## src/rtl/instr_encoder.sv

```systemverilog
// Packs MIPS-style field bundles into 32-bit instruction words and streams them to instruction memory.
// Optional feature: define ENC_CHECKSUM_EN to add a running XOR checksum output of written words.
module instr_encoder #(
    parameter int J_OPCODE  = 6,
    parameter int MAX_WORDS = 256,
    parameter int CNT_W     = 9
) (
    input  logic             clk,
    input  logic             reset,
    input  logic             start,
    input  logic [31:0]      base_addr,
    input  logic             in_valid,
    output logic             in_ready,
    input  logic             in_last,
    input  logic [5:0]       opcode,
    input  logic [4:0]       rs,
    input  logic [4:0]       rt,
    input  logic [4:0]       rd,
    input  logic [4:0]       shamt,
    input  logic [5:0]       funct,
    input  logic [15:0]      immediate,
    input  logic [25:0]      address,
    output logic             imem_we,
    input  logic             imem_ready,
    output logic [31:0]      imem_addr,
    output logic [31:0]      imem_wdata,
    output logic             busy,
    output logic             done,
    output logic             full,
`ifdef ENC_CHECKSUM_EN
    output logic [31:0]      checksum,
`endif
    output logic [CNT_W-1:0] word_count
);

    typedef enum logic [1:0] {
        IDLE = 2'd0,
        RUN  = 2'd1,
        DONE = 2'd2
    } state_t;

    state_t            state_r;
    state_t            state_s;
    logic              imem_we_r;
    logic [31:0]       imem_addr_r;
    logic [31:0]       imem_wdata_r;
    logic [31:0]       addr_ptr_r;
    logic [CNT_W-1:0]  word_count_r;
    logic [CNT_W-1:0]  acc_cnt_r;
    logic              busy_r;
    logic              done_r;
    logic              full_r;
    logic              last_taken_r;
    logic              pend_last_r;
`ifdef ENC_CHECKSUM_EN
    logic [31:0]       checksum_r;
`endif

    logic              in_ready_s;
    logic              accept_s;
    logic              wr_done_s;
    logic              start_ok_s;
    logic [CNT_W-1:0]  cnt_next_s;
    logic              hit_max_s;
    logic              end_s;

    // Format selection mirrors the decoder: opcode 0 is R, J_OPCODE is J, everything else I.
    function automatic logic [31:0] pack_word(
        input logic [5:0]  op,
        input logic [4:0]  f_rs,
        input logic [4:0]  f_rt,
        input logic [4:0]  f_rd,
        input logic [4:0]  f_shamt,
        input logic [5:0]  f_funct,
        input logic [15:0] f_imm,
        input logic [25:0] f_addr
    );
        logic [31:0] w;
        if (op == 6'd0) begin
            w = {op, f_rs, f_rt, f_rd, f_shamt, f_funct};
        end else if (op == 6'(J_OPCODE)) begin
            w = {op, f_addr};
        end else begin
            w = {op, f_rs, f_rt, f_imm};
        end
        return w;
    endfunction

    assign in_ready_s = busy_r && (!imem_we_r || imem_ready) && !last_taken_r
                        && (acc_cnt_r < CNT_W'(MAX_WORDS));
    assign accept_s   = in_valid && in_ready_s;
    assign wr_done_s  = imem_we_r && imem_ready;
    assign start_ok_s = start && ((state_r == IDLE) || (state_r == DONE));
    assign cnt_next_s = word_count_r + CNT_W'(1);
    assign hit_max_s  = (cnt_next_s == CNT_W'(MAX_WORDS));
    assign end_s      = wr_done_s && (pend_last_r || hit_max_s);

    // Session state transitions.
    always_comb begin
        state_s = state_r;
        case (state_r)
            IDLE: begin
                if (start) state_s = RUN;
                else       state_s = IDLE;
            end
            RUN: begin
                if (end_s) state_s = DONE;
                else       state_s = RUN;
            end
            DONE: begin
                if (start) state_s = RUN;
                else       state_s = DONE;
            end
            default: state_s = IDLE;
        endcase
    end

    // State, one-deep output register, address pointer and session counters.
    always_ff @(posedge clk) begin
        if (reset) begin
            state_r      <= IDLE;
            imem_we_r    <= 1'b0;
            imem_addr_r  <= 32'd0;
            imem_wdata_r <= 32'd0;
            addr_ptr_r   <= 32'd0;
            word_count_r <= '0;
            acc_cnt_r    <= '0;
            busy_r       <= 1'b0;
            done_r       <= 1'b0;
            full_r       <= 1'b0;
            last_taken_r <= 1'b0;
            pend_last_r  <= 1'b0;
`ifdef ENC_CHECKSUM_EN
            checksum_r   <= 32'd0;
`endif
        end else begin
            state_r <= state_s;
            busy_r  <= (state_s == RUN);
            done_r  <= (state_s == DONE);
            if (start_ok_s) begin
                addr_ptr_r   <= base_addr & ~32'd3;
                word_count_r <= '0;
                acc_cnt_r    <= '0;
                full_r       <= 1'b0;
                last_taken_r <= 1'b0;
                pend_last_r  <= 1'b0;
`ifdef ENC_CHECKSUM_EN
                checksum_r   <= 32'd0;
`endif
            end else begin
                if (wr_done_s) begin
                    word_count_r <= cnt_next_s;
`ifdef ENC_CHECKSUM_EN
                    checksum_r   <= checksum_r ^ imem_wdata_r;
`endif
                    if (end_s) full_r <= hit_max_s && !pend_last_r;
                end
                // A new accept reloads the register even as the old word completes.
                if (accept_s) begin
                    imem_we_r    <= 1'b1;
                    imem_addr_r  <= addr_ptr_r;
                    imem_wdata_r <= pack_word(opcode, rs, rt, rd, shamt, funct,
                                              immediate, address);
                    addr_ptr_r   <= addr_ptr_r + 32'd4;
                    acc_cnt_r    <= acc_cnt_r + CNT_W'(1);
                    last_taken_r <= in_last;
                    pend_last_r  <= in_last;
                end else if (wr_done_s) begin
                    imem_we_r    <= 1'b0;
                end
            end
        end
    end

    assign in_ready   = in_ready_s;
    assign imem_we    = imem_we_r;
    assign imem_addr  = imem_addr_r;
    assign imem_wdata = imem_wdata_r;
    assign busy       = busy_r;
    assign done       = done_r;
    assign full       = full_r;
    assign word_count = word_count_r;
`ifdef ENC_CHECKSUM_EN
    assign checksum   = checksum_r;
`endif

endmodule

```

## config.mk

```make
export PLATFORM = sky130hd
export DESIGN_NAME = instr_encoder
export DESIGN_NICKNAME = d
export VERILOG_FILES = /design/src/rtl/instr_encoder.sv
export SDC_FILE = /design/constraint.sdc
export NUM_CORES = 1
export LEC_CHECK = 0
export ABC_CLOCK_PERIOD_IN_PS = 5000
export CORE_MARGIN = 5
export CORE_UTILIZATION = 49
export CTS_CLUSTER_DIAMETER = 100
export DETAILED_ROUTE_END_ITERATION = 7
export PLACE_DENSITY = 0.92
export SLEW_MARGIN = 20
export SYNTH_ARGS = -nofsm -noshare
export SYNTH_HDL_FRONTEND = slang
export SYNTH_SLANG_ARGS = --single-unit
```

## constraint.sdc

```tcl
create_clock -name clk -period 5 [get_ports clk]
set_input_delay 1.25 -clock clk [delete_from_list [all_inputs] [get_ports clk]]
set_output_delay 1.25 -clock clk [all_outputs]
set_load 0.01 [all_outputs]
```

Yosys cells after proc, flatten, opt, wreduce, memory -nomap -nowiden
Index checks and enable logic that the tools add are counted.
{ "word_totals": {"out_inout_bits": 78, "memories": 0, "wordCells": 54, "ramBits": 0, "register_bits": 121, "input_bits": 112, "mem_bits_ro": 0, "latchBits": 0} }
{ "classes": {"n_bitwise": 1, "n_addsub": 3, "n_reduce_logical": 21, "shifts": 0, "multipliers": 0, "div": 0, "n_mux": 10, "magnitude_cmp": 1, "eq_ne": 6} }
{ "ops": {"columns": ["cell", "n"], "rows": [
  ["$mux W32", 2],
  ["$mux W26", 2],
  ["$add A32 B3 Y32 const B", 1],
  ["$add A9 B1 Y9 const B", 2],
  ["$eq A9 B9 Y1 const B", 1],
  ["$lt A9 B9 Y1 const B", 1],
  ["$logic_and A1 B1 Y1", 8],
  ["$eq A6 B3 Y1 const B", 1],
  ["$logic_not A6 Y1", 1],
  ["$pmux W2 S3", 1],
  ["$reduce_and A2 Y1", 3],
  ["$eq A2 B1 Y1 const B", 2],
  ["$eq A2 B2 Y1 const B", 2],
  ["$mux W2", 2],
  ["$reduce_bool A2 Y1", 2],
  ["$logic_or A1 B1 Y1", 3],
  ["$mux W1", 3],
  ["$logic_not A1 Y1", 2],
  ["$logic_not A2 Y1", 1],
  ["$reduce_or A2 Y1", 1],
  ["$not A1 Y1", 1]
]} }

Depth between registers and ports, before layout
Gate-level depths: netlist (run 1).
{ "logic_depth": {"ltp_word": 8, "ltp_mapped": 8, "depth_no_buf": 6} }

Worst setup path before layout (run 1)
Ideal clock, no wire load.
{ "synth_path": {"path_kind": "input -> register", "start": "in opcode[5]", "end": "reg imem_wdata_r[10], in the netlist imem_wdata[10]", "slack_ps": 2095, "path_stages": 6, "setup_ps": 70, "arrival_time_ps": 2835, "n_path_buf": 2, "t_required_ps": 4930, "cell_sequence": "or4_1 -> or3_1 -> clkbuf_1 -> clkbuf_1 -> a211o_1 -> a21oi_1"} }
{ "synth_via": {"elab_chain_cells": 3, "word_cells_on_any_way": 4, "classes_between": "1 x eq/ne; 2 x mux; 1 x reduce/logical"} }
{ "synth_rtl": {"columns": ["item", "line", "source"], "rows": [
  ["start: declaration", "15", "input logic [5:0] opcode,"],
  ["$eq A6 B3 Y1", "81", "end else if (op == 6'(J_OPCODE)) begin"],
  ["$mux W26", "81", null],
  ["$mux W26 (*)", "79", "if (op == 6'd0) begin"],
  ["end signal: assignment", "162", "imem_wdata_r <= pack_word(opcode, rs, rt, rd, shamt, funct,"],
  ["end: declaration", "46", "logic [31:0] imem_wdata_r;"]
]} }
Mark *: on every way between the ends. The rest lies on a longest branch, timed or not.
A chain may end at the register's enable or synchronous reset.

Worst setup path after layout (run 1)
{ "layout_path": {"start": "in imem_ready", "end": "out in_ready"} }
{ "layout_via": {"elab_chain_cells": 4} }
{ "layout_rtl": {"columns": ["item", "line", "source"], "rows": [
  ["start: declaration", "24", "input logic imem_ready,"],
  ["$logic_or A1 B1 Y1", "89", "assign in_ready_s = busy_r && (!imem_we_r || imem_ready) && !last_taken_r"],
  ["$logic_and A1 B1 Y1 (2 in series)", "89", null],
  ["$logic_and A1 B1 Y1", "90", "&& (acc_cnt_r < CNT_W'(MAX_WORDS));"],
  ["end: declaration", "13", "output logic in_ready,"]
]} }
No other way between the ends.

==> run summary, run 1 <==
Post-synth top area share: 0.436
Die Height: 115 um
MaxCap Viol Count: 0
Final setup viols: 0
DP HPWL: 11.5 mm
Switching pwr: 0.650 mW
Filler cells: 779
Largest family of logic cells by synthesized area: simple AND/OR/NAND/NOR gates
Mapped Avg Cell Area: 8.23 um^2
Crit path max-delay family: buffers and inverters
Drt via density: 5.65
Netlist cell types: 47
CTS sink cnt: 117
Pin count of the biggest net entering global routing: 71
Initial core utilization: 0.498
Worst skew pair latency: 510 ps
Residual DRC count: 0
Cell area after synthesis: 0.00538 mm^2
RR Endpoint: imem_addr[12]$_SDFFE_PP0P_
Final hold viol count: 0
Synth Area in XOR/XNOR: 0.0521
Pins Over Slew Limit: 0
Htree depth: 4
Vias: 5483
CTS Buf Count: 17
EDFF count, synth: 0
R2R Path Start: imem_we$_SDFFE_PP0P_
VDD IR-drop max: 0.224 mV
Initial antenna violation count: 0
Layout cells sized above 1: 0.0578
Ys flop type: dfxtp_1
First-pass GRT wire length: 25.1 mm
FFs w/ async S/R, synth: 0
Slew HR: 0.350
Synth Area in Adders: 0.00698
Largest cells by area after synthesis: dfxtp_1 44%, nand2_1 8.2%, a21oi_1 5.5%
Worst Skew: 8.36 ps
Slowest stage delay, CP: 610 ps
Crit-path slowest cell: clkdlybuf4s50_1
CTS tree: done
Compound-Gate Fraction of Synth Area: 0.165
GRT Overall Usage: 0.235
R2R depth: 7
Crit path buffers/inverters: 2
RSZ-0062 raised after global routing: false
Diodes inserted: 0
WL final: 16.1 mm
Clock transition at path regs: 60 ps
Combinational share of power: 0.117
PwrDens: 327 mW/mm^2
Data arrival, critical path: 2760 ps
Worst-Margin Slew: 972 ps
Final worst path period need: 4010 ps
Mapped Cells: 653
Area leader, netlist: dfxtp_1
Yosys warning count: 0
CP Cell Sequence: clkdlybuf4s50_1, nand2b_1, and3_1, clkdlybuf4s50_1
Synth Area in Simple Gates: 0.244
Yosys reg bits: 117
Most common cell on crit path: clkdlybuf4s50_1
Num rows: 38
P_leak: 2.63 nW
Core box area: 0.0108 mm^2
Top Ports: 190
Setup Buffers After CTS: 0
Crit Path Max Fanout: 7
Post-CTS Hold Buffers: 0
Antenna-violating nets left: 0
Die area: 0.0132 mm^2
Final period util: 0.802
Sw Share: 0.254
Nets@finish: 933
Die width: 115 um
Number of global-route vias before repair: 5258
Final setup TNS: 0 ps
Clock buffer depth: 2
Port bufs: 185
Gr ovfl total: 0
Area of the multi-input gates: 0.00280 mm^2
WS Path Type: in -> out
DRT Pass-1 Iters: 5
Hold Startpoint: imem_addr[17]$_SDFFE_PP0P_
Post-cts sizing count: 0
Register area: 0.00234 mm^2
FF-to-FF setup slack: 2650 ps
Clk pwr share: 0.482
Synth-to-layout area growth: 45.8%
Util after Layout: 0.726
Sequential-to-total area share from yosys stat: 0.436
GPL Wtd Cong: 0.856
Status: complete, no violations
Hold path cells: 2
Fmax: 249 MHz
CP Capture Type: output pin
P_int: 1.91 mW
Root Buffer: clkbuf_8
Worst EP required: 3750 ps
Hold Crit Class: reg -> reg
DRT iter0 DRCs: 523
Sequential power share: 0.401
Hold Path Sink: imem_addr[17]$_SDFFE_PP0P_
Routed len/inst: 16.5 um
Post-synthesis mux area share: 0.0484
Worst setup SP type: input pin
-- final cells by class --
| class | count | share of cell area |
|---|---|---|
| clock buffers | 17 | 0.0529 |
| clock inverters | 15 | 0.0246 |
| inverters | 4 | 0.00192 |
| multi-input cells | 486 | 0.357 |
| flip-flops and latches | 117 | 0.299 |
| well taps | 140 | 0.0224 |
| repair buffers | 192 | 0.242 |
-- registers in the layout, indices dropped and copies added, names as in the netlist --
register	cells
imem_wdata	32
addr_ptr_r	30
imem_addr	30
acc_cnt_r	9
word_count	9
state_r	2
busy	1
done	1
full	1
imem_we	1
pend_last_r	1
-- synth_stat cells, types with 6 or more instances --
master / number
a211o_1: 16
a211oi_1: 25
a21oi_1: 59
a311oi_1: 10
and3_1: 8
and4_1: 6
clkbuf_1: 35
dfxtp_1: 117
mux2i_1: 26
nand2_1: 117
nand3_1: 23
nand4_1: 14
nor2_1: 73
nor3_1: 6
nor4_1: 7
o21ai_0: 13
or3_1: 11
xnor2_1: 16
xor2_1: 16
-- cell families (layout without fill, tap and decap cells) --
| kind of cell | Yosys count | after routing |
|---|---|---|
| adders and majority gates | 3 | 3 |
| muxes | 26 | 26 |
| DFF | 117 | 117 |
| AOI/OAI and AO/OA | 138 | 138 |
| buffers and inverters | 51 | 228 |
| other | 1 | 2 |
| xor gates and xnor gates | 32 | 32 |
| and+or+nand+nor | 285 | 285 |
-- layer usage --
metal	part of all wire	wire length [um]	vias up	global-route usage
li1	-	-	2634	-
met1	0.40	6370	2531	0.287
met2	0.49	7800	271	0.403
met3	0.084	1350	47	0.0484
met4	0.033	531	0	0.103
met5	0	0	-	0
-- power groups by stage --
| stage | logic [mW] | registers [mW] | clock network [mW] |
|---|---|---|---|
| 5_1_grt | 0.327 | 1.03 | 1.30 |
| 3_3_place_gp | 0.291 | 1.04 | 0 |
| 4_1_cts | 0.301 | 1.03 | 1.25 |
| 2_1_floorplan | 0.138 | 1.04 | 0 |
| 6_report | 0.301 | 1.03 | 1.24 |
| 3_5_place_dp | 0.298 | 1.05 | 0 |
-- worst max path at each step --
stage,startpoint,to,slack (ps),cells after the start
floorplan,opcode[5],imem_wdata[10]$_SDFFE_PP0P_,2090,6
global placement,imem_ready,in_ready,1040,4
detailed placement,imem_ready,in_ready,1010,4
CTS,imem_ready,in_ready,990,4
global route,imem_ready,in_ready,930,4
finish,imem_ready,in_ready,990,4
-- metrics by stage --
| step | total power [mW] | cell area (um^2) | std cells | hold WS [ps] | worst slack [ps] |
|---|---|---|---|---|---|
| floorplan | 1.18 | 5380 | 654 | 437 | 2090 |
| global placement | 1.33 | 7230 | 939 | 444 | 1040 |
| detailed placement | 1.34 | 7230 | 939 | 446 | 1010 |
| CTS | 2.58 | 7840 | 971 | 454 | 994 |
| global route | 2.66 | 7840 | 971 | 472 | 927 |
| finish | 2.56 | 7840 | 971 | 455 | 990 |
-- cells in the final DEF (no fill, tap or decap), drive strengths merged, types with 12 or more instances in the layout --
cell | netlist | routed
clkdlybuf4s50 | 0 | 184
dfxtp | 117 | 117
nand2 | 117 | 117
nor2 | 74 | 74
a21oi | 59 | 59
mux2i | 26 | 26
a211oi | 25 | 25
nand3 | 23 | 23
clkbuf | 35 | 17
xnor2 | 16 | 16
xor2 | 16 | 16
a211o | 16 | 16
nand4 | 15 | 15
o21ai | 13 | 13
or3 | 12 | 12
-- worst min-delay path, stage by stage, from the launching register on --
cell and delay, ps:
dfxtp_1 310, nand2_1 50, a21oi_1 50
No activity file was read; power rests on OpenSTA's default activity.
==> inputs of run 2 (changes only) <==
--- a/config.mk
+++ b/config.mk
@@ -5,12 +5,12 @@
 export SDC_FILE = /design/constraint.sdc
 export NUM_CORES = 1
 export LEC_CHECK = 0
-export ABC_CLOCK_PERIOD_IN_PS = 5000
+export ABC_CLOCK_PERIOD_IN_PS = 3800
 export CORE_MARGIN = 5
-export CORE_UTILIZATION = 49
+export CORE_UTILIZATION = 45
 export CTS_CLUSTER_DIAMETER = 100
 export DETAILED_ROUTE_END_ITERATION = 7
-export PLACE_DENSITY = 0.92
+export PLACE_DENSITY = 0.86
 export SLEW_MARGIN = 20
 export SYNTH_ARGS = -nofsm -noshare
 export SYNTH_HDL_FRONTEND = slang
==> constraint.sdc (replaced) <==
create_clock -name clk -period 3.8 [get_ports clk]
set_input_delay 0.95 -clock clk [delete_from_list [all_inputs] [get_ports clk]]
set_output_delay 0.95 -clock clk [all_outputs]
set_load 0.01 [all_outputs]
==> run 2 against run 1 <==
  * First-iteration DRC count decreased by 35%
  * Clock-buffer cell count increased by 4
  * Largest cell class unchanged
  * Register-to-register slack got worse by 1000 ps
  * Clock power increased by 23%
  * Core utilization decreased by 6.4 points
  * Total power increased by 28%
  * Clock skew about the same
  * Critical endpoint unchanged
  * Non-clock buffer count increased by 4
  * Cell count increased by 1.0%
  * Setup slack got worse by 480 ps
==> run summary, run 2 (same netlist as run 1, synthesis figures left out) <==
Fmax: 304 MHz
Worst skew pair latency: 410 ps (-100 ps)
WS Path Type: in -> out
Initial antenna violation count: 0 (unchanged)
Sequential power share: 0.411 (+0.010)
Routed len/inst: 16.4 um (-0.66%)
Cell Count Post-Placement: 950 (+1.2%)
Die area: 0.0142 mm^2 (+8.1%)
CP Cell Sequence: clkdlybuf4s50_1, nand2b_1, and3_1, clkdlybuf4s50_1
Die width: 119 um (+4.0%)
R2R depth: 4 (-3)
Num rows: 40 (+5.3%)
Number of global-route vias before repair: 5002 (-4.9%)
P_int: 2.49 mW (+30%)
Final hold viol count: 0 (unchanged)
Hold path cells: 2 (unchanged)
Final Cell Area: 0.00785 mm^2 (+0.14%)
Synth-to-layout area growth: 46.0%
Post-cts sizing count: 0 (unchanged)
Final Total Pwr: 3.29 mW (+28%)
Switching pwr: 0.793 mW (+22%)
Most frequent cells in the layout: 184 x clkdlybuf4s50_1, 117 x dfxtp_1, 116 x nand2_1
Gr ovfl total: 0 (unchanged)
Die Height: 119 um (+4.0%)
Post-CTS Hold Buffers: 0 (unchanged)
Filler cells: 988 (+27%)
Antenna-violating nets left: 0 (unchanged)
Hold Startpoint: imem_wdata[27]$_SDFFE_PP0P_
DP HPWL: 11.5 mm (+0.56%)
Largest register FFs: 32 (unchanged)
Clock transition at path regs: 50 ps (about the same)
Port bufs: 185 (unchanged)
Crit Path Max Fanout: 3 (-4)
Worst EP required: 2850 ps (-900 ps)
Most common cell on crit path: clkdlybuf4s50_1
WL final: 16.1 mm (+0.36%)
Final setup viols: 0 (unchanged)
Finished Layout Cells: 981 (+1.0%)
R2R Path Start: addr_ptr_r[12]$_SDFFE_PP0P_
Drt via density: 5.40 (-4.3%)
Root Buffer: clkbuf_16
CP Capture Type: output pin
RR Endpoint: addr_ptr_r[28]$_SDFFE_PP0P_
Worst setup SP type: input pin
Clk pwr share: 0.466 (-0.016)
P_leak: 2.64 nW (+0.44%)
Hold Path Sink: imem_wdata[27]$_SDFFE_PP0P_
Dpl ws: 443 ps (-568 ps)
Status: complete, no violations
VDD IR-drop max: 0.293 mV (+31%)
PwrDens: 419 mW/mm^2 (+28%)
DRT iter0 DRCs: 340 (-35%)
RSZ-0062 raised after global routing: false
Residual DRC count: 0 (unchanged)
Top Ports: 190 (unchanged)
CTS sink cnt: 117 (unchanged)
CTS tree: done
First-pass GRT wire length: 25.6 mm (+1.9%)
Slew HR: 0.563 (+0.213)
Pins Over Slew Limit: 0 (unchanged)
Pin count of the biggest net entering global routing: 70 (-1.4%)
Htree depth: 4 (unchanged)
Final setup TNS: 0 ps (unchanged)
Final period util: 0.865
Data arrival, critical path: 2340 ps (-420 ps)
Setup Buffers After CTS: 0 (unchanged)
Diodes inserted: 0 (unchanged)
GPL Wtd Cong: 0.906 (+5.9%)
CTS Buf Count: 17 (unchanged)
Combinational share of power: 0.122 (+0.005)
Sw Share: 0.241 (-0.0125)
Layout cells sized above 1: 0.0588 (+0.000991)
Worst-Margin Slew: 654 ps (-318 ps)
Slowest stage delay, CP: 540 ps (-70 ps)
Core box area: 0.0119 mm^2 (+9.9%)
Crit-path slowest cell: clkdlybuf4s50_1
Most common cell after layout, fill and taps aside: clkdlybuf4s50_1
Dpl cell area: 0.00728 mm^2 (+0.71%)
FF-to-FF setup slack: 1600 ps (-1050 ps)
GRT Overall Usage: 0.222 (-0.0132)
Final worst path period need: 3290 ps
Worst Skew: 8.01 ps (-0.351 ps)
Post-route setup slack: 512 ps (-477 ps)
Nets@finish: 937 (+0.43%)
Vias: 5301 (-3.3%)
Initial core utilization: 0.453 (-0.0449)
Clock buffer depth: 2 (unchanged)
Hold Crit Class: reg -> reg
DRT Pass-1 Iters: 4 (-1)
MaxCap Viol Count: 0 (unchanged)
[run 2: metal layers]
layer	wire length (um)	GRT usage	vias up	part of all wire
li1	-	-	2639	-
met1	6910	0.280	2429	0.43
met2	7650	0.364	207	0.47
met3	1180	0.0603	26	0.073
met4	364	0.0838	0	0.023
met5	0	0	-	0
[run 2: power by group through the flow]
stage               clock, mW  combinational, mW  sequential (mW)
global placement            0              0.396             1.37
detailed placement          0              0.402             1.37
floorplan                   0              0.181             1.37
CTS                      1.55              0.404             1.35
global route             1.61              0.435             1.36
finish                   1.53              0.403             1.35
[run 2: how the worst max path moves through the flow]
stage,startpoint,to,slack (ps),cells past startpoint
after floorplan,opcode[5],imem_wdata[10]$_SDFFE_PP0P_,1190,6
after global placement,opcode[5],imem_wdata[18]$_SDFFE_PP0P_,470,6
after detailed placement,opcode[5],imem_wdata[18]$_SDFFE_PP0P_,440,6
after CTS,imem_ready,in_ready,510,4
after global routing,imem_ready,in_ready,460,4
final,imem_ready,in_ready,510,4
[run 2: layout make-up]
type / count / area (um^2) / share of cell area
Timing Repair Buffer: 196 / 1940 / 0.247
Sequential cell: 117 / 2340 / 0.299
Multi-Input combinational cell: 486 / 2800 / 0.356
Tap cell: 147 / 184 / 0.0234
Clock inverter: 10 / 106 / 0.0136
Inverter: 4 / 15.0 / 0.00191
Clock buffer: 21 / 460 / 0.0587
[run 2: critical path, delay by kind of cell]
family / cells / cell delay, ps
AND/OR/NAND/NOR: 2 / 350
buffers and inverters: 2 / 1040
[run 2: per-stage QoR]
step	hold slack, ps	util
detailed placement	446	0.614
finish	452	0.661
CTS	454	0.661
floorplan	437	-
global placement	442	0.614
global route	470	0.661
